==> src/rtl/nn_pkg.sv <==
// Shared constants, slot map and FSM state type for the nn_node front end.
// No logic of its own; zero latency.
// No flow control; consumers apply their own handshakes.
package nn_pkg;

   localparam int DATA_W    = 16;
   localparam int N_IN      = 4;
   localparam int N_HID     = 4;
   localparam int N_OUT     = 2;
   localparam int N_W_IH    = N_IN * N_HID;
   localparam int N_W_HO    = N_HID * N_OUT;
   localparam int N_WORDS   = N_IN + N_W_IH + N_W_HO;

   // Slot base offsets inside the 28-word operand stream
   localparam int X_BASE    = 0;
   localparam int W_IH_BASE = N_IN;
   localparam int W_HO_BASE = N_IN + N_W_IH;

   localparam int WCNT_W    = 5;

   typedef enum logic [1:0] {
      ST_LOAD,
      ST_RUN,
      ST_SEND0,
      ST_SEND1
   } drv_state_t;

endpackage

==> src/rtl/nn_operand_bank.sv <==
// 28-entry operand register file feeding the nn_node parallel operand buses.
// Write lands one cycle after the write edge; buses come straight from the registers.
// No backpressure; the writer decides when we is asserted.
module nn_operand_bank #(
   parameter int DATA_W = 16
) (
   input  logic                          clk,
   input  logic                          rst,
   input  logic                          we,
   input  logic [4:0]                    idx,
   input  logic [DATA_W-1:0]             wdata,
   output logic [nn_pkg::N_IN*DATA_W-1:0]   x_flat,
   output logic [nn_pkg::N_W_IH*DATA_W-1:0] w_ih_flat,
   output logic [nn_pkg::N_W_HO*DATA_W-1:0] w_ho_flat
);
   import nn_pkg::*;

   localparam logic [4:0] LAST_SLOT = 5'(N_WORDS - 1);

   logic [DATA_W-1:0] mem [N_WORDS];

   // Clear on reset, otherwise write the addressed slot; out-of-range indices are dropped
   always_ff @(posedge clk) begin
      if (rst) begin
         for (int i = 0; i < N_WORDS; i++) begin
            mem[i] <= '0;
         end
      end else if (we && (idx <= LAST_SLOT)) begin
         mem[idx] <= wdata;
      end
   end

   // Slots map onto the flat buses in stream order, lowest slot in the LSBs
   for (genvar gi = 0; gi < N_IN; gi++) begin : g_x
      assign x_flat[gi*DATA_W +: DATA_W] = mem[X_BASE + gi];
   end
   for (genvar gi = 0; gi < N_W_IH; gi++) begin : g_wih
      assign w_ih_flat[gi*DATA_W +: DATA_W] = mem[W_IH_BASE + gi];
   end
   for (genvar gi = 0; gi < N_W_HO; gi++) begin : g_who
      assign w_ho_flat[gi*DATA_W +: DATA_W] = mem[W_HO_BASE + gi];
   end

endmodule

==> src/rtl/nn_node_driver.sv <==
// Deserialises 28 operand words for nn_node, waits for its result, returns 2 result words.
// node_in_ready one cycle after the 28th word; m_valid one cycle after the result capture.
// s_ready low outside LOAD; SEND words hold while m_ready is low; RUN aborts after TIMEOUT cycles.
module nn_node_driver #(
   parameter int DATA_W  = nn_pkg::DATA_W,
   parameter int TIMEOUT = 255
) (
   input  logic                          clk,
   input  logic                          rst,
   input  logic [DATA_W-1:0]             s_data,
   input  logic                          s_valid,
   output logic                          s_ready,
   output logic [nn_pkg::N_IN*DATA_W-1:0]   x_flat,
   output logic [nn_pkg::N_W_IH*DATA_W-1:0] w_ih_flat,
   output logic [nn_pkg::N_W_HO*DATA_W-1:0] w_ho_flat,
   output logic                          node_in_ready,
   input  logic                          node_out_ready,
   input  logic [DATA_W-1:0]             node_out0,
   input  logic [DATA_W-1:0]             node_out1,
   output logic [DATA_W-1:0]             m_data,
   output logic                          m_valid,
   input  logic                          m_ready,
   output logic                          m_last,
   output logic                          busy,
   output logic                          timeout_err
);
   import nn_pkg::*;

   localparam int                 RCNT_W    = $clog2(TIMEOUT + 1);
   localparam logic [RCNT_W-1:0]  RCNT_LAST = RCNT_W'(TIMEOUT - 1);
   localparam logic [WCNT_W-1:0]  LAST_SLOT = WCNT_W'(N_WORDS - 1);

   drv_state_t        state;
   logic [WCNT_W-1:0] wcnt;
   logic [RCNT_W-1:0] rcnt;
   logic [DATA_W-1:0] result0;
   logic [DATA_W-1:0] result1;
   logic              bank_we;

   assign bank_we = s_valid && s_ready;

   nn_operand_bank #(
      .DATA_W (DATA_W)
   ) u_bank (
      .clk       (clk),
      .rst       (rst),
      .we        (bank_we),
      .idx       (wcnt),
      .wdata     (s_data),
      .x_flat    (x_flat),
      .w_ih_flat (w_ih_flat),
      .w_ho_flat (w_ho_flat)
   );

   // Sequencer FSM; every output is a register updated on the transition that changes it
   always_ff @(posedge clk) begin
      if (rst) begin
         state         <= ST_LOAD;
         wcnt          <= '0;
         rcnt          <= '0;
         result0       <= '0;
         result1       <= '0;
         s_ready       <= 1'b1;
         node_in_ready <= 1'b0;
         m_data        <= '0;
         m_valid       <= 1'b0;
         m_last        <= 1'b0;
         busy          <= 1'b0;
         timeout_err   <= 1'b0;
      end else begin
         timeout_err <= 1'b0;
         case (state)
            ST_LOAD: begin
               if (bank_we) begin
                  if (wcnt == LAST_SLOT) begin
                     wcnt          <= '0;
                     rcnt          <= '0;
                     state         <= ST_RUN;
                     s_ready       <= 1'b0;
                     node_in_ready <= 1'b1;
                     busy          <= 1'b1;
                  end else begin
                     wcnt <= wcnt + 1'b1;
                  end
               end
            end
            ST_RUN: begin
               // rcnt == 0 masks a stale out_ready level left over from the last run
               if ((rcnt != '0) && node_out_ready) begin
                  result0       <= node_out0;
                  result1       <= node_out1;
                  m_data        <= node_out0;
                  m_valid       <= 1'b1;
                  m_last        <= 1'b0;
                  node_in_ready <= 1'b0;
                  rcnt          <= '0;
                  state         <= ST_SEND0;
               end else if (rcnt == RCNT_LAST) begin
                  timeout_err   <= 1'b1;
                  node_in_ready <= 1'b0;
                  busy          <= 1'b0;
                  s_ready       <= 1'b1;
                  rcnt          <= '0;
                  state         <= ST_LOAD;
               end else begin
                  rcnt <= rcnt + 1'b1;
               end
            end
            ST_SEND0: begin
               if (m_ready) begin
                  m_data <= result1;
                  m_last <= 1'b1;
                  state  <= ST_SEND1;
               end
            end
            ST_SEND1: begin
               if (m_ready) begin
                  m_valid <= 1'b0;
                  m_last  <= 1'b0;
                  busy    <= 1'b0;
                  s_ready <= 1'b1;
                  state   <= ST_LOAD;
               end
            end
            default: begin
               state <= ST_LOAD;
            end
         endcase
      end
   end

endmodule

==> config.mk <==
export PLATFORM = sky130hd
export DESIGN_NAME = nn_node_driver
export DESIGN_NICKNAME = d
export VERILOG_FILES = /design/src/rtl/nn_pkg.sv /design/src/rtl/nn_operand_bank.sv /design/src/rtl/nn_node_driver.sv
export SDC_FILE = /design/constraint.sdc
export NUM_CORES = 1
export LEC_CHECK = 0
export BUFFER_PORTS_ARGS = -buffer_cell sky130_fd_sc_hd__buf_4
export CAP_MARGIN = 10
export CORE_AREA = 2 2 205 207
export DETAILED_ROUTE_END_ITERATION = 8
export DIE_AREA = 0 0 207 209
export PLACE_DENSITY = 0.75
export SLEW_MARGIN = 5
export SYNTH_ARGS = -nofsm -noshare
export SYNTH_HDL_FRONTEND = slang
export SYNTH_HIERARCHICAL = 1
export SYNTH_SLANG_ARGS = --single-unit
==> constraint.sdc <==
create_clock -name clk -period 5.7 [get_ports clk]
set_clock_uncertainty 0.2 [all_clocks]
set_input_delay 1.14 -clock clk [delete_from_list [all_inputs] [get_ports clk]]
set_output_delay 1.14 -clock clk [all_outputs]
set_load 0.01 [all_outputs]
# [Word-level counts from Yosys, hierarchy flattened]
# Memory sizes are Yosys's and may differ from the RTL's.
# Cells that the tools add are included.
[word_totals] regBits=53 ram_bits=448 input_bits=53 out_inout_bits=470 elab_cells=93 memories=1
[mem_list] name="u_bank.mem" words=28 width=16 rd=28 rd_ports_with_merged_regs=0 write_ports=28 line_no="nn_operand_bank.sv:20" rtl="logic [DATA_W-1:0] mem [N_WORDS];"
[classes] addsub=2 magnitude_cmp=1 eq_ne=13 n_mux=43 bitwise=1 n_reduce_logical=21
[ops] cell="2-to-1 mux 16 bit" count=3
[ops] cell="2-to-1 mux 8 bit" count=4
[ops] cell="one-hot mux 16 bit (2 select lines)" count=1
[ops] cell="2-to-1 mux 1 bit" count=20
[ops] cell="one-hot mux 8 bit (2 select lines)" count=1
[ops] cell="OR reduction 16 bit" count=1
[ops] cell="2-to-1 mux 2 bit" count=6
[ops] cell="!= test 2 bit, second input constant" count=6
[ops] cell="2-to-1 mux 5 bit" count=2
[ops] cell="one-hot mux 1 bit (3 select lines)" count=3
[ops] cell="AND reduction 3 bit" count=3
[ops] cell="adder 8 x 1 -> 8 bit, second input constant" count=1
[ops] cell="equality test 8 bit, second input constant" count=1
[ops] cell="one-hot mux 2 bit (4 select lines)" count=1
[ops] cell="AND reduction 4 bit" count=2
[ops] cell="nonzero test 8 bit" count=1
[ops] cell="AND reduction 6 bit" count=1
[ops] cell="nonzero test 2 bit" count=3
[ops] cell="nonzero test 3 bit" count=2
[ops] cell="adder 5 x 1 -> 5 bit, second input constant" count=1
[ops] cell="equality test 5 bit, second input constant" count=1
[ops] cell="less-or-equal comparator 5 bit, second input constant" count=1
[ops] cell="AND reduction 5 bit" count=1
[ops] cell="equality test 2 bit, second input constant" count=2
[ops] cell="9 further kinds" count=13

# [Longest topological paths before layout]
[depth] word_depth=7 mapped_depth=8

# [Cells and area by module]
# Netlist, hierarchy kept.
[by_module_without_submodules] mod="nn_operand_bank" n_inst=1 cells_each=1160 area_per_inst_um2=18071.1 seq_area_each_um2=13452.9
[by_module_without_submodules] mod="nn_node_driver" n_inst=1 cells_each=283 area_per_inst_um2=2575.0 seq_area_each_um2=1061.0

# [Least setup slack after synthesis]
# Ideal clock, no wire load.
[synth_path] path_kind="in2reg" start="in s_valid" end="mem u_bank.mem[0][0], enable pin" setup_ns=0.436 t_arrival_ns=3.665 required_ns=5.064 path_slack_ns=1.399 cell_stages=6 n_path_buf=2 cell_sequence="nand2_1 > inv_1 > buf_4 > or3b_1 > buf_2 > o41ai_1"
[synth_rtl] element="start: declaration" line_no="nn_node_driver.sv:11" rtl="input logic s_valid,"
[synth_rtl] element="end: declaration" line_no="nn_operand_bank.sv:20"

==> summary.txt <==
Clocking
  – CTS buffer count: 49
  – Hold_buf cts: 0
  – Resized Gates After CTS: 0
  – H-tree lvl count: 2
  – Clk slew on worst S/H paths: 60 ps
  – Postcts setup bufs: 0
  – CTS tree: yes
  – Clk_lat worst skew: 580 ps
  – Clock tree buffer depth: 3
  – Clk Tree Root Cell: clkbuf_16
  – # clock sinks: 501

Job
  – Maximum Capacitance Violations: 0

Die
  – Cell Rows: 75
  – Die ar.: 43300 um^2
  – Die X: 207 um
  – Core area: 41300 um^2
  – Boundary Pins: 523
  – Die height: 209 um
  – Initial core utilization: 0.500

Synth
  – Post-synth EDFFs: 448
  – Simple-Gate Fraction of Synth Area: 0.205
  – Post-synthesis sequential area ratio: 0.703
  – Largest family of logic cells by synthesized area: simple AND/OR/NAND/NOR gates
  – Biggest area consumer among synthesized cells: edfxtp_1
  – Ranking of synthesized cells by area: edfxtp_1, and3_1, nor3_2
  – Post-synthesis mux area share: 0.0180
  – Yosys top cell area share: 0.652
  – Post-Synth XOR/XNOR Area: 0
  – Dominant synthesized flop cell: edfxtp_1
  – Number of synthesis warnings: 6
  – Synth Register Bits: 501
  – Cells after Synth: 1443
  – Synth Net Count: 1505
  – Ys async rst share: 0
  – Synth Area in Adders: 0.00545
  – Syn_area_per_cell: 14.3 um^2
  – Post-synthesis compound-gate area fraction: 0.0279
  – Mapped Area: 20600 um^2
  – Synth cell types: 55

Hold path
  – Worst hold path type: register to register

Route
  – Vias/cell: between 5 and 6
  – Met1 Wirelength: 23.5 mm
  – Routed Antenna Nets: 0
  – DRC: 0
  – Met3 WL: 7.20 mm
  – DR WL/cell: 26.4 um
  – Routed WL: 65.1 mm
  – Metal2 WL: 32.4 mm
  – DRT iter0 DRCs: around 1700
  – Via Count: 14400
  – DRT Pass-1 Iters: 5
  – Top Metal Used: met4

Cells and area
  – Filler cell count: 2987
  – Area delta synth->final: 28.0%
  – Non-Filler Instances: 2468
  – Share of cells above drive strength 1: 0.402
  – Most frequent cells in the layout: buf_4, edfxtp_1, and3_1
  – Reg area: 14500 um^2
  – Nets@finish: 1950
  – Most common cell after layout, fill and taps aside: buf_4
  – Multi-input logic area: 5420 um^2

Timing
  – RSZ-0062 raised after global routing: false
  – Hold slack: 297 ps
  – Tcrit/Tclk final: 0.616
  – Slew @ Worst Pin: 1280 ps
  – Hold Violations, Final: 0
  – Tmin final: around 3500 ps
  – Final Setup Violations: 0
  – Slew Viols, Final: 0
  – Post-route setup TNS: 0 ps
  – Relative slew slack: 0.147
  – Max frequency: 0.285 GHz

Setup path
  – Critical Path RT: 5790 ps
  – CP Class: input pin to register
  – Crit path DAT: 3600 ps
  – CP Launch Type: input pin
  – CP max FO: 43
  – CP endpoint kind: register

Run status
  – Status: finished clean

Place
  – Port bufs: 522
  – Dpl hpwl: 43.3 mm
  – Placed Cells: 2375
  – Gp weighted congestion: 0.862

Global route
  – Gr usage total: 0.291
  – Antenna violations before repair: 2
  – Vias in the first global route: 13600
  – Total grt overflow: 0
  – First-pass GRT wire length: 92.6 mm
  – Pin count of the biggest net entering global routing: 69

Power
  – LEAKAGE: 10.8 nW
  – Worst vdd ir: 0.210 mV
  – P per Cell Area: 313 nW/um^2
final timing paths:
check                           startpoint                               to  slack (ps)  cells past startpoint
setup reg to reg      wcnt[0]$_SDFFE_PP0P_  u_bank/mem[17][4]$_SDFFCE_PN0P_        2300                      3
setup / recovery                   s_valid  u_bank/mem[2][13]$_SDFFCE_PN0P_        2190                      7
hold reg to reg   result1[15]$_SDFFE_PP0P_         result1[15]$_SDFFE_PP0P_         300                      2
hold / removal    result1[15]$_SDFFE_PP0P_         result1[15]$_SDFFE_PP0P_         300                      2
power by group:
group          internal (mW)  switching [mW]
logic                  0.286           0.538
registers               4.14          0.0892
clock network           1.84            1.39
synth_stat cells (all sizes together) (3+ instances only):
cell type and number:
a211oi 19, a21o 17, a21oi 7, a311oi 3, a31oi 9, and3 196, buf 60, clkbuf 93
dfxtp 53, edfxtp 448, ha 9, inv 28, mux2i 36, nand2 18, nand2b 6, nand3 24
nand3b 18, nand4 8, nand4b 4, nand4bb 18, nor2 103, nor2b 3, nor3 196, nor4b 3
o21ai 5, o22ai 3, o31ai 7, o41ai 3, or3 3, or3b 18, or4b 3
critical path, cell delays in order:
cell and delay [ps]:
buf_4 100, nand2_1 60, inv_1 360, or3b_4 730
buf_4 420, o31ai_2 450, buf_4 300
final cells by class:
class	count	area share
sequential	501	0.549
multi-input combinational	761	0.205
antenna	1	0.0000947
clock buffer	63	0.0520
timing repair buffer	547	0.156
tap	539	0.0255
inverter	28	0.00398
clock inverter	28	0.00847
metal layers:
layer | GRT usage | vias to the layer above
li1 | - | 6302
met1 | 0.364 | 7123
met2 | 0.484 | 895
met3 | 0.0867 | 109
met4 | 0.100 | 0
met5 | 0 | -
through the flow:
step | cell area, um^2 | worst slack, ps | total power [mW] | util
2_1_floorplan | 20600 | 1400 | 4.68 | -
3_3_place_gp | 24800 | 1680 | 5.11 | 0.601
3_5_place_dp | 24800 | 1610 | 5.12 | 0.601
4_1_cts | 26400 | 2250 | 8.31 | 0.640
5_1_grt | 26400 | 2050 | 8.52 | 0.640
6_report | 26400 | 2190 | 8.29 | 0.640
cell families after synthesis:
group,after synthesis
AND/OR/NAND/NOR,635
flip-flops,501
buffers and inverters,181
AO/OA/AOI/OAI,80
multiplexers,37
adder cells (fa/ha/maj),9
state kept, by name, indices dropped and copies added (netlist names), named ones only:
name and flops:
u_bank/mem 448, m_data 16, result1 16, rcnt 8, wcnt 5, busy 1
m_last 1, m_valid 1, node_in_ready 1, s_ready 1, state 1, timeout_err 1
No activity file was read; power rests on OpenSTA's default activity.
